## src/rtl/hilo_unit_pkg.sv

```systemverilog
// Shared definitions for the HI/LO unit: default widths, FIFO depth, reset value
// and the write-source selector used by the register update logic.
package hilo_unit_pkg;

  localparam int DATA_W_DEF       = 32;
  localparam int MAX_INFLIGHT_DEF = 4;
  localparam int CNT_W_DEF        = 3;

  // HI/LO come out of reset as all copies of this bit.
  localparam logic HILO_RST_BIT = 1'b0;

  typedef enum logic [1:0] {
    WR_NONE = 2'd0,
    WR_DIV  = 2'd1,
    WR_MUL  = 2'd2,
    WR_MT   = 2'd3
  } hilo_wr_src_e;

endpackage

```

## src/rtl/hilo_if.sv

```systemverilog
// EX-stage bus to the HI/LO unit: divide token handshake, DIV results,
// multiplier and MTHI/MTLO writes, MFHI/MFLO reads and status.
interface hilo_if import hilo_unit_pkg::*; #(
  parameter int DATA_W = DATA_W_DEF,
  parameter int CNT_W  = CNT_W_DEF
);
  logic              flush;
  logic              div_issue;
  logic              div_ready;
  logic              div_done;
  logic [DATA_W-1:0] quotient_in;
  logic [DATA_W-1:0] remainder_in;
  logic              mul_we;
  logic [DATA_W-1:0] mul_hi;
  logic [DATA_W-1:0] mul_lo;
  logic              mthi_we;
  logic              mtlo_we;
  logic [DATA_W-1:0] mt_data;
  logic              rd_hi;
  logic              rd_lo;
  logic [DATA_W-1:0] hi_out;
  logic [DATA_W-1:0] lo_out;
  logic              hilo_stall;
  logic [CNT_W-1:0]  pending_cnt;
  logic              err_underflow;

  modport master (
    output flush, div_issue, div_done, quotient_in, remainder_in,
           mul_we, mul_hi, mul_lo, mthi_we, mtlo_we, mt_data, rd_hi, rd_lo,
    input  div_ready, hi_out, lo_out, hilo_stall, pending_cnt, err_underflow
  );

  modport slave (
    input  flush, div_issue, div_done, quotient_in, remainder_in,
           mul_we, mul_hi, mul_lo, mthi_we, mtlo_we, mt_data, rd_hi, rd_lo,
    output div_ready, hi_out, lo_out, hilo_stall, pending_cnt, err_underflow
  );
endinterface

```

## src/rtl/hilo_unit_div_token_fifo.sv

```systemverilog
// One-bit token FIFO tracking in-flight divides. Each entry records whether the
// divide is still live; kill_all clears every live bit but keeps the entries.
module div_token_fifo import hilo_unit_pkg::*; #(
  parameter int MAX_INFLIGHT = MAX_INFLIGHT_DEF,
  parameter int CNT_W        = CNT_W_DEF
) (
  input  logic             clk,
  input  logic             reset,
  input  logic             push,
  input  logic             pop,
  input  logic             kill_all,
  output logic [CNT_W-1:0] count,
  output logic [CNT_W-1:0] live_cnt,
  output logic             empty,
  output logic             full,
  output logic             head_live
);

  localparam int PTR_W = (MAX_INFLIGHT > 1) ? $clog2(MAX_INFLIGHT) : 1;

  logic [MAX_INFLIGHT-1:0] live_r;
  logic [MAX_INFLIGHT-1:0] live_nxt_s;
  logic [PTR_W-1:0]        rd_ptr_r;
  logic [PTR_W-1:0]        wr_ptr_r;
  logic [CNT_W-1:0]        count_r;
  logic [CNT_W-1:0]        count_nxt_s;
  logic [CNT_W-1:0]        live_cnt_r;
  logic [CNT_W-1:0]        live_cnt_nxt_s;
  logic                    pop_live_s;

  assign empty     = (count_r == {CNT_W{1'b0}});
  assign full      = (count_r == CNT_W'(MAX_INFLIGHT));
  // A flush in the same cycle as the pop turns the head into a killed entry.
  assign head_live = live_r[rd_ptr_r] & ~kill_all;
  assign pop_live_s = pop & head_live;
  assign count     = count_r;
  assign live_cnt  = live_cnt_r;

  // Next live bits; push and pop never target the same slot (full/empty).
  always_comb begin
    live_nxt_s = live_r;
    for (int i = 0; i < MAX_INFLIGHT; i++) begin
      if (kill_all) begin
        live_nxt_s[i] = 1'b0;
      end else if (push && (wr_ptr_r == PTR_W'(i))) begin
        live_nxt_s[i] = 1'b1;
      end else if (pop && (rd_ptr_r == PTR_W'(i))) begin
        live_nxt_s[i] = 1'b0;
      end else begin
        live_nxt_s[i] = live_r[i];
      end
    end
  end

  // Occupancy and live counters.
  always_comb begin
    count_nxt_s    = count_r;
    live_cnt_nxt_s = live_cnt_r;
    case ({push, pop})
      2'b10:   count_nxt_s = count_r + CNT_W'(1);
      2'b01:   count_nxt_s = count_r - CNT_W'(1);
      default: count_nxt_s = count_r;
    endcase
    if (kill_all) begin
      live_cnt_nxt_s = {CNT_W{1'b0}};
    end else begin
      case ({push, pop_live_s})
        2'b10:   live_cnt_nxt_s = live_cnt_r + CNT_W'(1);
        2'b01:   live_cnt_nxt_s = live_cnt_r - CNT_W'(1);
        default: live_cnt_nxt_s = live_cnt_r;
      endcase
    end
  end

  // FIFO state registers; pointers wrap naturally since depth is a power of 2.
  always_ff @(posedge clk or posedge reset) begin
    if (reset) begin
      live_r     <= {MAX_INFLIGHT{1'b0}};
      rd_ptr_r   <= {PTR_W{1'b0}};
      wr_ptr_r   <= {PTR_W{1'b0}};
      count_r    <= {CNT_W{1'b0}};
      live_cnt_r <= {CNT_W{1'b0}};
    end else begin
      live_r     <= live_nxt_s;
      rd_ptr_r   <= pop  ? rd_ptr_r + PTR_W'(1) : rd_ptr_r;
      wr_ptr_r   <= push ? wr_ptr_r + PTR_W'(1) : wr_ptr_r;
      count_r    <= count_nxt_s;
      live_cnt_r <= live_cnt_nxt_s;
    end
  end

endmodule

```

## src/rtl/hilo_unit.sv

```systemverilog
// HI/LO register file for EX: divide writeback via token FIFO, multiplier and
// MTHI/MTLO writes, stall generation. Optional read forwarding: HILO_BYPASS_EN.
module hilo_unit import hilo_unit_pkg::*; #(
  parameter int DATA_W       = DATA_W_DEF,
  parameter int MAX_INFLIGHT = MAX_INFLIGHT_DEF,
  parameter int CNT_W        = CNT_W_DEF
) (
  input  logic   clk,
  input  logic   reset,
  hilo_if.slave  bus
);

  logic              push_s;
  logic              pop_s;
  logic              empty_s;
  logic              full_s;
  logic              head_live_s;
  logic [CNT_W-1:0]  count_s;
  logic [CNT_W-1:0]  live_cnt_s;
  logic              div_wr_s;
  logic              rd_req_s;
  logic              wr_req_s;
  logic              bypass_s;
  logic              stall_s;
  hilo_wr_src_e      wr_src_s;
  logic [DATA_W-1:0] hi_r;
  logic [DATA_W-1:0] lo_r;
  logic [DATA_W-1:0] hi_nxt_s;
  logic [DATA_W-1:0] lo_nxt_s;
  logic              err_r;

  assign push_s   = bus.div_issue & ~full_s & ~bus.flush;
  assign pop_s    = bus.div_done & ~empty_s;
  assign div_wr_s = pop_s & head_live_s;
  assign rd_req_s = bus.rd_hi | bus.rd_lo;
  assign wr_req_s = bus.mul_we | bus.mthi_we | bus.mtlo_we;

  div_token_fifo #(
    .MAX_INFLIGHT (MAX_INFLIGHT),
    .CNT_W        (CNT_W)
  ) u_fifo (
    .clk       (clk),
    .reset     (reset),
    .push      (push_s),
    .pop       (pop_s),
    .kill_all  (bus.flush),
    .count     (count_s),
    .live_cnt  (live_cnt_s),
    .empty     (empty_s),
    .full      (full_s),
    .head_live (head_live_s)
  );

`ifdef HILO_BYPASS_EN
  // Last live divide returning now: reads can take the result directly.
  assign bypass_s = div_wr_s & (live_cnt_s == CNT_W'(1));
`else
  assign bypass_s = 1'b0;
`endif

  assign stall_s = (live_cnt_s != {CNT_W{1'b0}}) & (wr_req_s | (rd_req_s & ~bypass_s));

  // Select the write source; a live divide pop only happens while live_cnt != 0,
  // so any competing write request is already stalled.
  always_comb begin
    wr_src_s = WR_NONE;
    if (div_wr_s) begin
      wr_src_s = WR_DIV;
    end else if (stall_s) begin
      wr_src_s = WR_NONE;
    end else if (bus.mul_we) begin
      wr_src_s = WR_MUL;
    end else if (bus.mthi_we || bus.mtlo_we) begin
      wr_src_s = WR_MT;
    end else begin
      wr_src_s = WR_NONE;
    end
  end

  // Next HI/LO values for the chosen source.
  always_comb begin
    hi_nxt_s = hi_r;
    lo_nxt_s = lo_r;
    case (wr_src_s)
      WR_DIV: begin
        hi_nxt_s = bus.remainder_in;
        lo_nxt_s = bus.quotient_in;
      end
      WR_MUL: begin
        hi_nxt_s = bus.mul_hi;
        lo_nxt_s = bus.mul_lo;
      end
      WR_MT: begin
        hi_nxt_s = bus.mthi_we ? bus.mt_data : hi_r;
        lo_nxt_s = bus.mtlo_we ? bus.mt_data : lo_r;
      end
      default: begin
        hi_nxt_s = hi_r;
        lo_nxt_s = lo_r;
      end
    endcase
  end

  // HI/LO registers and the sticky underflow flag.
  always_ff @(posedge clk or posedge reset) begin
    if (reset) begin
      hi_r  <= {DATA_W{HILO_RST_BIT}};
      lo_r  <= {DATA_W{HILO_RST_BIT}};
      err_r <= 1'b0;
    end else begin
      hi_r  <= hi_nxt_s;
      lo_r  <= lo_nxt_s;
      err_r <= err_r | (bus.div_done & empty_s);
    end
  end

  assign bus.div_ready     = ~full_s;
  assign bus.pending_cnt   = count_s;
  assign bus.hilo_stall    = stall_s;
  assign bus.err_underflow = err_r;
  assign bus.hi_out        = bypass_s ? bus.remainder_in : hi_r;
  assign bus.lo_out        = bypass_s ? bus.quotient_in  : lo_r;

endmodule

```

## src/flat_wrapper.sv

```systemverilog
// flat-port wrapper written by rule: the top's interface ports become plain ports
module hilo_unit_flat import hilo_unit_pkg::*;
#(
  parameter int DATA_W       = DATA_W_DEF,
  parameter int MAX_INFLIGHT = MAX_INFLIGHT_DEF,
  parameter int CNT_W        = CNT_W_DEF
)
  (clk, reset, bus_flush, bus_div_issue, bus_div_done, bus_quotient_in, bus_remainder_in, bus_mul_we, bus_mul_hi, bus_mul_lo, bus_mthi_we, bus_mtlo_we, bus_mt_data, bus_rd_hi, bus_rd_lo, bus_div_ready, bus_hi_out, bus_lo_out, bus_hilo_stall, bus_pending_cnt, bus_err_underflow);
  hilo_if #(.DATA_W(DATA_W), .CNT_W(CNT_W)) bus_i ();
  input  logic clk;
  input  logic reset;
  input wire logic [$bits(bus_i.flush)-1:0] bus_flush;
  input wire logic [$bits(bus_i.div_issue)-1:0] bus_div_issue;
  input wire logic [$bits(bus_i.div_done)-1:0] bus_div_done;
  input wire logic [$bits(bus_i.quotient_in)-1:0] bus_quotient_in;
  input wire logic [$bits(bus_i.remainder_in)-1:0] bus_remainder_in;
  input wire logic [$bits(bus_i.mul_we)-1:0] bus_mul_we;
  input wire logic [$bits(bus_i.mul_hi)-1:0] bus_mul_hi;
  input wire logic [$bits(bus_i.mul_lo)-1:0] bus_mul_lo;
  input wire logic [$bits(bus_i.mthi_we)-1:0] bus_mthi_we;
  input wire logic [$bits(bus_i.mtlo_we)-1:0] bus_mtlo_we;
  input wire logic [$bits(bus_i.mt_data)-1:0] bus_mt_data;
  input wire logic [$bits(bus_i.rd_hi)-1:0] bus_rd_hi;
  input wire logic [$bits(bus_i.rd_lo)-1:0] bus_rd_lo;
  output wire logic [$bits(bus_i.div_ready)-1:0] bus_div_ready;
  output wire logic [$bits(bus_i.hi_out)-1:0] bus_hi_out;
  output wire logic [$bits(bus_i.lo_out)-1:0] bus_lo_out;
  output wire logic [$bits(bus_i.hilo_stall)-1:0] bus_hilo_stall;
  output wire logic [$bits(bus_i.pending_cnt)-1:0] bus_pending_cnt;
  output wire logic [$bits(bus_i.err_underflow)-1:0] bus_err_underflow;
  assign bus_i.flush = bus_flush;
  assign bus_i.div_issue = bus_div_issue;
  assign bus_i.div_done = bus_div_done;
  assign bus_i.quotient_in = bus_quotient_in;
  assign bus_i.remainder_in = bus_remainder_in;
  assign bus_i.mul_we = bus_mul_we;
  assign bus_i.mul_hi = bus_mul_hi;
  assign bus_i.mul_lo = bus_mul_lo;
  assign bus_i.mthi_we = bus_mthi_we;
  assign bus_i.mtlo_we = bus_mtlo_we;
  assign bus_i.mt_data = bus_mt_data;
  assign bus_i.rd_hi = bus_rd_hi;
  assign bus_i.rd_lo = bus_rd_lo;
  assign bus_div_ready = bus_i.div_ready;
  assign bus_hi_out = bus_i.hi_out;
  assign bus_lo_out = bus_i.lo_out;
  assign bus_hilo_stall = bus_i.hilo_stall;
  assign bus_pending_cnt = bus_i.pending_cnt;
  assign bus_err_underflow = bus_i.err_underflow;
  hilo_unit #(.DATA_W(DATA_W), .MAX_INFLIGHT(MAX_INFLIGHT), .CNT_W(CNT_W)) u_core (.clk(clk), .reset(reset), .bus(bus_i));
endmodule
```

## config.mk

```make
export PLATFORM = sky130hd
export DESIGN_NAME = hilo_unit_flat
export DESIGN_NICKNAME = d
export VERILOG_FILES = /design/src/rtl/hilo_unit_pkg.sv /design/src/rtl/hilo_if.sv /design/src/rtl/hilo_unit_div_token_fifo.sv /design/src/rtl/hilo_unit.sv /design/src/flat_wrapper.sv
export SDC_FILE = /design/constraint.sdc
export NUM_CORES = 1
export LEC_CHECK = 0
export BUFFER_PORTS_ARGS = -buffer_cell sky130_fd_sc_hd__buf_2
export CORE_MARGIN = 5
export CORE_UTILIZATION = 45
export DETAILED_ROUTE_END_ITERATION = 16
export PLACE_DENSITY = 0.86
export RECOVER_POWER = 50
export SLEW_MARGIN = 20
export SYNTH_ARGS = -nofsm -noshare
export SYNTH_HDL_FRONTEND = slang
export SYNTH_SLANG_ARGS = --single-unit
```

## constraint.sdc

```tcl
create_clock -name clk -period 3.2 [get_ports clk]
set_input_delay 0.48 -clock clk [delete_from_list [all_inputs] [get_ports clk]]
set_output_delay 0.48 -clock clk [all_outputs]
set_load 0.01 [all_outputs]
```

==> metrics.md, run 1 <==
| Metric | Value |
|---|---|
| Vias in the first global route | 4629 |
| Core area | 9730 um^2 |
| Status | complete, but fails checks |
| Slowest cell on crit path | mux4_2 |
| Reg2Reg Setup Slack | 610 ps |
| Final setup vio count | 0 |
| Leading cell type in the layout, fill and taps excluded | buf_2 |
| Min Tclk post-route | 2590 ps |
| HPWL Detailed | 10700 um |
| Final period utilization | 81.0% |
| Via Count | 4605 |
| Synth unique cells | 35 |
| Synth Warn # | 0 |
| Total Power | 0.00523 W |
| Crit path max fanout | 7 |
| Post-route setup TNS | 0 ps |
| Commonest non-fill, non-tap cells in the layout | buf_2 (206), dfrtp_1 (79), nor2_1 (73), a21oi_1 (70), a22o_1 (60) |
| Slew Limit Fails | 80 |
| Final nets | 867 |
| Wire length per cell | 17.1 um |
| Main synth FF type | dfrtp_1 |
| Post-cts sizing count | 0 |
| Sequence of cells on the critical path | mux4_2 > nand3_1 > nor2_1 > fa_1 > and3_1 > mux2i_1 > mux2_2 |
| LEAKAGE | 2.83 nW |
| Initial antenna violation count | 0 |
| Critical Path End Type | flop |
| H-tree level count | 3 |
| Num rows | 36 |
| Syn Inst Count | 471 |
| Clock tree sinks | 79 |
| Total detailed-routing wirelength | 14100 um |
| Pwr Density | 894 nW/um^2 |
| Placed cell count | 808 |
| Fin cells | 824 |
| Crit start category | flop |
| Ant diodes | 0 |
| DRT antenna net count | 0 |
| Pin count of the biggest net entering global routing | 80 |
| Initial detailed-routing violation count | 349 |
| Top-level I/O count | 240 |
| Crit-path max cell delay | 610 ps |
| Reg clk slew, reported paths | 80 ps |
| Gr ovfl total | 0 |
| Max VDD drop | 0.000523 V |
| Max Clock Skew | 10.6 ps |
| Residual DRC | 0 |
| Clk buf depth | 2 |
| Initial Util | 45.9% |
| DR vias/cell | 5.59 |
| Die X | 110 um |
| RSZ-0062 raised after global routing | false |
| First-pass DRT Iterations | 5 |
| Synth async-reset ratio | 100% |
| Fillers | 865 |
| Max-Cap Viols | 1 |
| Worst Reg2Reg Path Length in Cells | 7 |
| Seq/Total Area, Yosys | 44.3% |
| First-pass GRT wire length | 21600 um |
| Least-Margin Pin Slew | 1920 ps |
| Hold buffers post-CTS | 0 |
| Max Freq | 386 MHz |
| GRT Overall Usage | 22.8% |
| Worst min path class | input port to flop |
| Root buf cell | clkbuf_8 |
| EDFF count, synth | 0 |
| Synthesized Nets | 652 |
| Area of the mapped netlist | 4470 um^2 |
| Failing checks | capacitance limit, slew limit |
| Min-Delay Path Depth | 2 |
| CTS Buf Count | 9 |
| Die area | 12000 um^2 |
| Syn_area_per_cell | 9.48 um^2 |
| CTS tree | built |
| # Post-CTS Setup Buffers | 0 |
| DIE HEIGHT | 110 um |
| WP data required | 3430 ps |
| Post-synthesis register bit count | 79 |
| Worst skew pair latency | 340 ps |
| Slew HR | -27.8% |
| Final hold violations | 0 |
| Crit Path Category | flop to flop |
| Arrival @ worst endpoint | 2820 ps |
| Routability cong. | 0.823 |
| Layout area overhead | 30.9% |
| Area after DPL | 5720 um^2 |
| Cell area after layout | 5850 um^2 |
| Layout cells sized above 1 | 36.5% |
| IO buf count | 239 |
## path summary, 6_finish.rpt
path | startpoint | end
hold / removal | bus_div_done | u_core.bus.err_underflow
min in group asynchronous | reset | u_core.bus.lo_out[7]
max in group asynchronous | reset | u_core.bus.hi_out[25]
hold reg to reg | u_core.bus.err_underflow | u_core.bus.err_underflow
setup reg to reg | u_core.u_fifo.rd_ptr_r[0] | u_core.u_fifo.live_cnt[2]
setup / recovery | u_core.u_fifo.rd_ptr_r[0] | u_core.u_fifo.live_cnt[2]
## worst max-delay path: cells and delay by family (launching register included)
| kind | cells | cell delay, ps |
|---|---|---|
| AND/OR/NAND/NOR | 3 | 550 |
| flip-flops | 1 | 430 |
| adder cells (fa/ha/maj) | 1 | 380 |
| multiplexers | 3 | 1120 |
## cells in the mapped netlist (6+ instances only)
cell type | instances | area [um^2]
dfrtp_1 | 79 | 1980
nor2_1 | 73 | 274
a21oi_1 | 70 | 350
a22o_1 | 60 | 526
a22oi_1 | 56 | 420
clkbuf_1 | 32 | 120
inv_1 | 13 | 48.8
nand2_1 | 12 | 45.0
ha_1 | 9 | 113
a22oi_2 | 8 | 100
buf_2 | 7 | 35.0
buf_6 | 7 | 78.8
o21ai_0 | 6 | 30.0
## flip-flops by register name, indices dropped and copies added (netlist names)
register / cells
u_core.u_fifo.rd_ptr_r: 2
u_core.u_fifo.live_r: 4
u_core.u_fifo.wr_ptr_r: 2
u_core.bus.lo_out: 32
u_core.u_fifo.count: 3
u_core.bus.err_underflow: 1
u_core.bus.hi_out: 32
u_core.u_fifo.live_cnt: 3
## through the flow
stage	hold WS, ps	worst slack [ps]	utilization [%]
floorplan	485	697	-
global placement	472	728	58.8
detailed placement	446	614	58.8
CTS	325	611	60.6
global route	352	454	60.1
finish	357	609	60.1
## routing by layer
layer	vias up	part of all wire, %	GRT usage (%)
li1	2171	-	-
met1	2186	39	27.4
met2	220	51	40.4
met3	28	7.8	4.23
met4	0	2.2	8.82
met5	-	0	0
## final cells by class
class | count | area (um^2) | area share [%]
clock buffers | 11 | 141 | 2.42
multi-input cells | 332 | 2220 | 37.9
inverters | 14 | 53.8 | 0.920
repair buffers | 250 | 1260 | 21.5
flip-flops and latches | 79 | 1980 | 33.8
well taps | 133 | 166 | 2.85
clock inverters | 5 | 33.8 | 0.578
## where the power goes
part,internal (W),leakage (nW),switching (W)
Combinational,0.00108,1.83,0.00168
Sequential,0.00150,0.916,0.000307
Clock,0.000302,0.0853,0.000360
## kinds of logic after synthesis
logic type | after synthesis | share of synthesized area [%]
AOI/OAI and AO/OA | 207 | 33.5
and+or+nand+nor | 102 | 9.58
DFF | 79 | 44.3
buffers and inverters | 60 | 6.41
adders and majority gates | 11 | 3.42
xor gates and xnor gates | 6 | 1.18
muxes | 6 | 1.68
No activity file was read; power rests on OpenSTA's default activity.
==> inputs of run 2 (changes only) <==
clock period = 2.6 ns   (was 3.2 ns; I/O delays follow)
==> metrics.md, run 2 (synthesized netlist as in run 1, its figures left out) <==
| Metric | Value |
|---|---|
| DRT antenna net count | 0 |
| Failing checks | capacitance limit, slew limit |
| LEAKAGE | 2.82 nW |
| Post-cts sizing count | 0 |
| Max-Cap Viols | 1 |
| Crit-path max cell delay | 620 ps |
| Ant diodes | 0 |
| Critical Path End | u_core.u_fifo.live_cnt[2] |
| DR vias/cell | 5.61 |
| Min Tclk post-route | 2460 ps |
| Switching Power | 0.00284 W |
| Clk buf depth | 2 |
| Final hold violations | 0 |
| Gr ovfl total | 0 |
| Leading cell type in the layout, fill and taps excluded | buf_2 |
| Total Power | 0.00635 W |
| CTS tree | built |
| Cell Int Power | 0.00351 W |
| First-pass GRT wire length | 21300 um |
| Total detailed-routing wirelength | 14200 um |
| GRT Overall Usage | 22.5% |
| Clock share of power | 12.0% |
| Final setup vio count | 0 |
| Final nets | 867 |
| Buf/Inv on CP | 0 |
| Hold path startpoint | bus_quotient_in[0] |
| First-pass DRT Iterations | 6 |
| Top-level I/O count | 240 |
| Cell area after layout | 5820 um^2 |
| Sequence of cells on the critical path | mux4_2 > nand3_1 > nor2_1 > fa_1 > and3_1 > mux2i_1 > mux2_2 |
| Critical Path End Type | flop |
| DIE HEIGHT | 110 um |
| RSZ-0062 raised after global routing | false |
| H-tree level count | 3 |
| Layout cells sized above 1 | 36.0% |
| IO buf count | 239 |
| CTS Buf Count | 9 |
| Pin count of the biggest net entering global routing | 63 |
| Worst Reg2Reg Path Length in Cells | 7 |
| Worst min path class | input port to flop |
| Pwr Density | 1090 nW/um^2 |
| HPWL Detailed | 10800 um |
| Slew HR | -15.8% |
| WP data required | 2830 ps |
| Clock tree sinks | 79 |
| Worst R2R Start | u_core.u_fifo.rd_ptr_r[0] |
| Area after DPL | 5730 um^2 |
| Core area | 9730 um^2 |
| RR Endpoint | u_core.u_fifo.live_cnt[2] |
| Max Clock Skew | 10.4 ps |
| Post-route setup TNS | 0 ps |
| Fillers | 904 |
| Reg2Reg Setup Slack | 140 ps |
| Worst skew pair latency | 340 ps |
| Crit Path Category | flop to flop |
| Slowest cell on crit path | mux4_2 |
| Crit path max fanout | 5 |
| Max VDD drop | 0.000691 V |
| Reg clk slew, reported paths | 80 ps |
| Residual DRC | 0 |
| Slew Limit Fails | 41 |
| Routability cong. | 0.840 |
| Crit start category | flop |
| Initial detailed-routing violation count | 329 |
| Flop pwr share | 35.2% |
| Vias in the first global route | 4502 |
| Commonest non-fill, non-tap cells in the layout | buf_2 (205), dfrtp_1 (79), nor2_1 (73), a21oi_1 (70), a22o_1 (60) |
| Switching share of power | 44.7% |
| Initial antenna violation count | 0 |
| Num rows | 36 |
| Critical path origin | u_core.u_fifo.rd_ptr_r[0] |
| Die area | 12000 um^2 |
| Initial Util | 45.9% |
| # Post-CTS Setup Buffers | 0 |
| Wire length per cell | 17.3 um |
| Via Count | 4608 |
| Layout area overhead | 30.3% |
| Max Freq | 406 MHz |
| Final period utilization | 94.7% |
| Status | complete, but fails checks |
| Crit path depth | 7 |
| Arrival @ worst endpoint | 2700 ps |
| CP top delay family | multiplexers |
| Hold buffers post-CTS | 0 |
| Least-Margin Pin Slew | 1730 ps |
| Root buf cell | clkbuf_8 |
| Logic pwr share | 52.9% |
| Die X | 110 um |
-- run 2: cell types whose count changed in the layout (fill, tap and decap cells not counted), sizes merged --
| cell | change |
|---|---|
| clkinvlp | -2 |
| buf | -1 |
| clkbuf | +1 |
| clkinv | -1 |
-- run 2: how the worst min path moves through the flow --
| stage | to | slack [ps] | cells past startpoint |
|---|---|---|---|
| final | u_core.bus.lo_out[0] | 280 | 3 |
| after global placement | u_core.bus.err_underflow | 440 | 1 |
| after CTS | u_core.bus.hi_out[5] | 140 | 2 |
| after global routing | u_core.bus.lo_out[0] | 270 | 3 |
| after floorplan | u_core.u_fifo.live_r[2] | 490 | 2 |
| after detailed placement | u_core.bus.err_underflow | 470 | 1 |
-- run 2: metal layers --
metal	vias up	GRT usage [%]	routed length, um
met1	2197	26.2	5540
met2	224	40.5	7240
met4	0	8.10	314
li1	2160	-	-
met5	-	0	0
met3	27	4.99	1140
-- run 2: area by class of cell --
| type | instances | area, um^2 | area share, % |
|---|---|---|---|
| flip-flops and latches | 79 | 1980 | 34.0 |
| repair buffers | 250 | 1250 | 21.4 |
| inverters | 14 | 53.8 | 0.924 |
| well taps | 133 | 166 | 2.86 |
| multi-input cells | 332 | 2230 | 38.2 |
| clock buffers | 11 | 141 | 2.43 |
| clock inverters | 2 | 10.0 | 0.172 |
-- run 2: tightest hold or removal path, delay by kind of cell --
family | cells | cell delay, ps
AO/OA/AOI/OAI | 1 | 60
buffers and inverters | 1 | 100
AND/OR/NAND/NOR | 1 | 50
-- run 2: metrics by stage --
stage / hold slack, ps / setup slack, ps / utilization, % / instances
2_1_floorplan: 485 / 187 / - / 471
3_3_place_gp: 441 / 279 / 58.8 / 808
3_5_place_dp: 475 / 143 / 58.9 / 808
4_1_cts: 138 / 133 / 60.4 / 821
5_1_grt: 267 / 24.7 / 59.8 / 821
6_report: 280 / 137 / 59.8 / 821
-- run 2: power by group through the flow --
stage          logic, W  registers [W]  clock network (W)
3_5_place_dp    0.00344        0.00224                  0
4_1_cts         0.00345        0.00222           0.000787
2_1_floorplan   0.00208        0.00246                  0
6_report        0.00335        0.00223           0.000760
5_1_grt         0.00372        0.00231           0.000847
3_3_place_gp    0.00332        0.00220                  0
==> inputs of run 3 (changes only) <==
BUFFER_PORTS_ARGS = -buffer_cell sky130_fd_sc_hd__buf_4   (was -buffer_cell sky130_fd_sc_hd__buf_2)
CORE_MARGIN = unset   (was 5)
==> metrics.md, run 3 (synthesized netlist as in run 1, its figures left out) <==
| Metric | Value |
|---|---|
| Failing checks | capacitance limit, slew limit |
| Fillers | 772 |
| Met1 WL | 5390 um |
| Final hold violations | 0 |
| First-pass GRT wire length | 21700 um |
| Initial antenna violation count | 0 |
| Critical path origin | u_core.u_fifo.count[0] |
| Top Metal Used | met4 |
| Logic pwr share | 52.8% |
| Initial detailed-routing violation count | 202 |
| DR vias/cell | 5.50 |
| Post-place setup slack | 159 ps |
| Metal3 WL | 999 um |
| Crit start category | flop |
| Die X | 102 um |
| Worst skew pair latency | 340 ps |
| Pwr Density | 1080 nW/um^2 |
| Reg clk slew, reported paths | 80 ps |
| HPWL Detailed | 10500 um |
| Layout area overhead | 43.8% |
| Slew HR | -15.5% |
| CTS tree | built |
| Switching Power | 0.00291 W |
| Clock tree sinks | 79 |
| Clk buf depth | 2 |
| Max Freq | 402 MHz |
| CTS Buf Count | 9 |
| LEAKAGE | 3.05 nW |
| Flop pwr share | 32.3% |
| First-pass DRT Iterations | 5 |
| Die area | 10300 um^2 |
| Via Count | 4525 |
| Switching share of power | 42.1% |
| # Post-CTS Setup Buffers | 0 |
| DRT antenna net count | 0 |
| Crit path max fanout | 6 |
| Post-route setup TNS | 0 ps |
| Total detailed-routing wirelength | 14100 um |
| Crit Path Category | flop to flop |
| Reg2Reg Setup Slack | 110 ps |
| IO buf count | 239 |
| WP data required | 2860 ps |
| Final period utilization | 95.7% |
| Cell Int Power | 0.00401 W |
| Met2 routed WL | 7520 um |
| Residual DRC | 0 |
| DIE HEIGHT | 102 um |
| Initial Util | 47.4% |
| Slew Limit Fails | 38 |
| Max Clock Skew | 10.5 ps |
| Pin count of the biggest net entering global routing | 69 |
| Min-Delay Path Depth | 2 |
| Num rows | 35 |
| Min Tclk post-route | 2490 ps |
| Hold path startpoint | bus_div_done |
| Leading cell type in the layout, fill and taps excluded | buf_4 |
| RSZ-0062 raised after global routing | false |
| H-tree level count | 3 |
| Arrival @ worst endpoint | 2750 ps |
| Layout cells sized above 1 | 36.5% |
| Root buf cell | clkbuf_8 |
| Wire length per cell | 17.1 um |
| Multi-input gate area | 2220 um^2 |
| Max-Cap Viols | 1 |
| Final worst slack | 112 ps |
| Core area | 9420 um^2 |
| Final nets | 869 |
| GRT Overall Usage | 27.2% |
| Routability cong. | 0.923 |
| Ant diodes | 0 |
| Max VDD drop | 0.000650 V |
| Commonest non-fill, non-tap cells in the layout | buf_4 (216), dfrtp_1 (79), nor2_1 (73), a21oi_1 (70), a22o_1 (60) |
| Worst min path class | input port to flop |
| Worst Reg2Reg Path Length in Cells | 9 |
| Final setup vio count | 0 |
| Post-cts sizing count | 0 |
| Gr ovfl total | 0 |
| FF+latch area | 1980 um^2 |
| Clock share of power | 14.9% |
| Least-Margin Pin Slew | 1720 ps |
| Status | complete, but fails checks |
| Critical Path End Type | flop |
| Vias in the first global route | 4592 |
| Worst R2R Start | u_core.u_fifo.count[0] |
| Hold buffers post-CTS | 0 |
| Top-level I/O count | 240 |
==> run 3: path summary, 6_finish.rpt <==
check / to
setup / recovery: u_core.u_fifo.count[2]
hold / removal: u_core.bus.err_underflow
setup reg to reg: u_core.u_fifo.count[2]
hold reg to reg: u_core.bus.err_underflow
max in group asynchronous: u_core.u_fifo.live_cnt[1]
min in group asynchronous: u_core.bus.lo_out[7]
==> run 3: worst max-delay path, stage by stage (launching register included) <==
cell	delay, ps
dfrtp_1	440
or3b_2	540
and3_1	250
inv_1	80
ha_1	190
inv_1	70
fa_1	370
xor2_1	150
nor2_1	130
xor2_1	180
==> run 3: stage by stage <==
| step | instances | utilization [%] | cell area [um^2] | hold slack [ps] | total power, W |
|---|---|---|---|---|---|
| finish | 822 | 68.2 | 6420 | 271 | 0.00692 |
| global route | 822 | 68.2 | 6420 | 264 | 0.00746 |
| CTS | 822 | 69.6 | 6550 | 135 | 0.00718 |
| detailed placement | 806 | 67.2 | 6320 | 471 | 0.00612 |
| global placement | 806 | 67.2 | 6320 | 445 | 0.00597 |
| floorplan | 471 | - | 4470 | 485 | 0.00454 |
==> run 3: area by class of cell <==
cell class	instances	area share, %
multi-input combinational	332	34.5
sequential	79	30.8
timing repair buffer	252	27.9
tap	129	2.51
clock buffer	13	2.47
clock inverter	3	1.01
inverter	14	0.837
==> run 3: power groups by stage <==
stage / registers (W) / clock network, W / logic, W
3_5_place_dp: 0.00226 / 0 / 0.00386
2_1_floorplan: 0.00246 / 0 / 0.00208
3_3_place_gp: 0.00222 / 0 / 0.00375
4_1_cts: 0.00224 / 0.00105 / 0.00388
5_1_grt: 0.00231 / 0.00111 / 0.00404
6_report: 0.00223 / 0.00103 / 0.00365
==> run 3: metal layers <==
metal	global-route usage [%]	up-vias
met5	0	-
met4	8.03	0
met3	5.80	13
met2	50.4	194
met1	31.2	2149
li1	-	2169
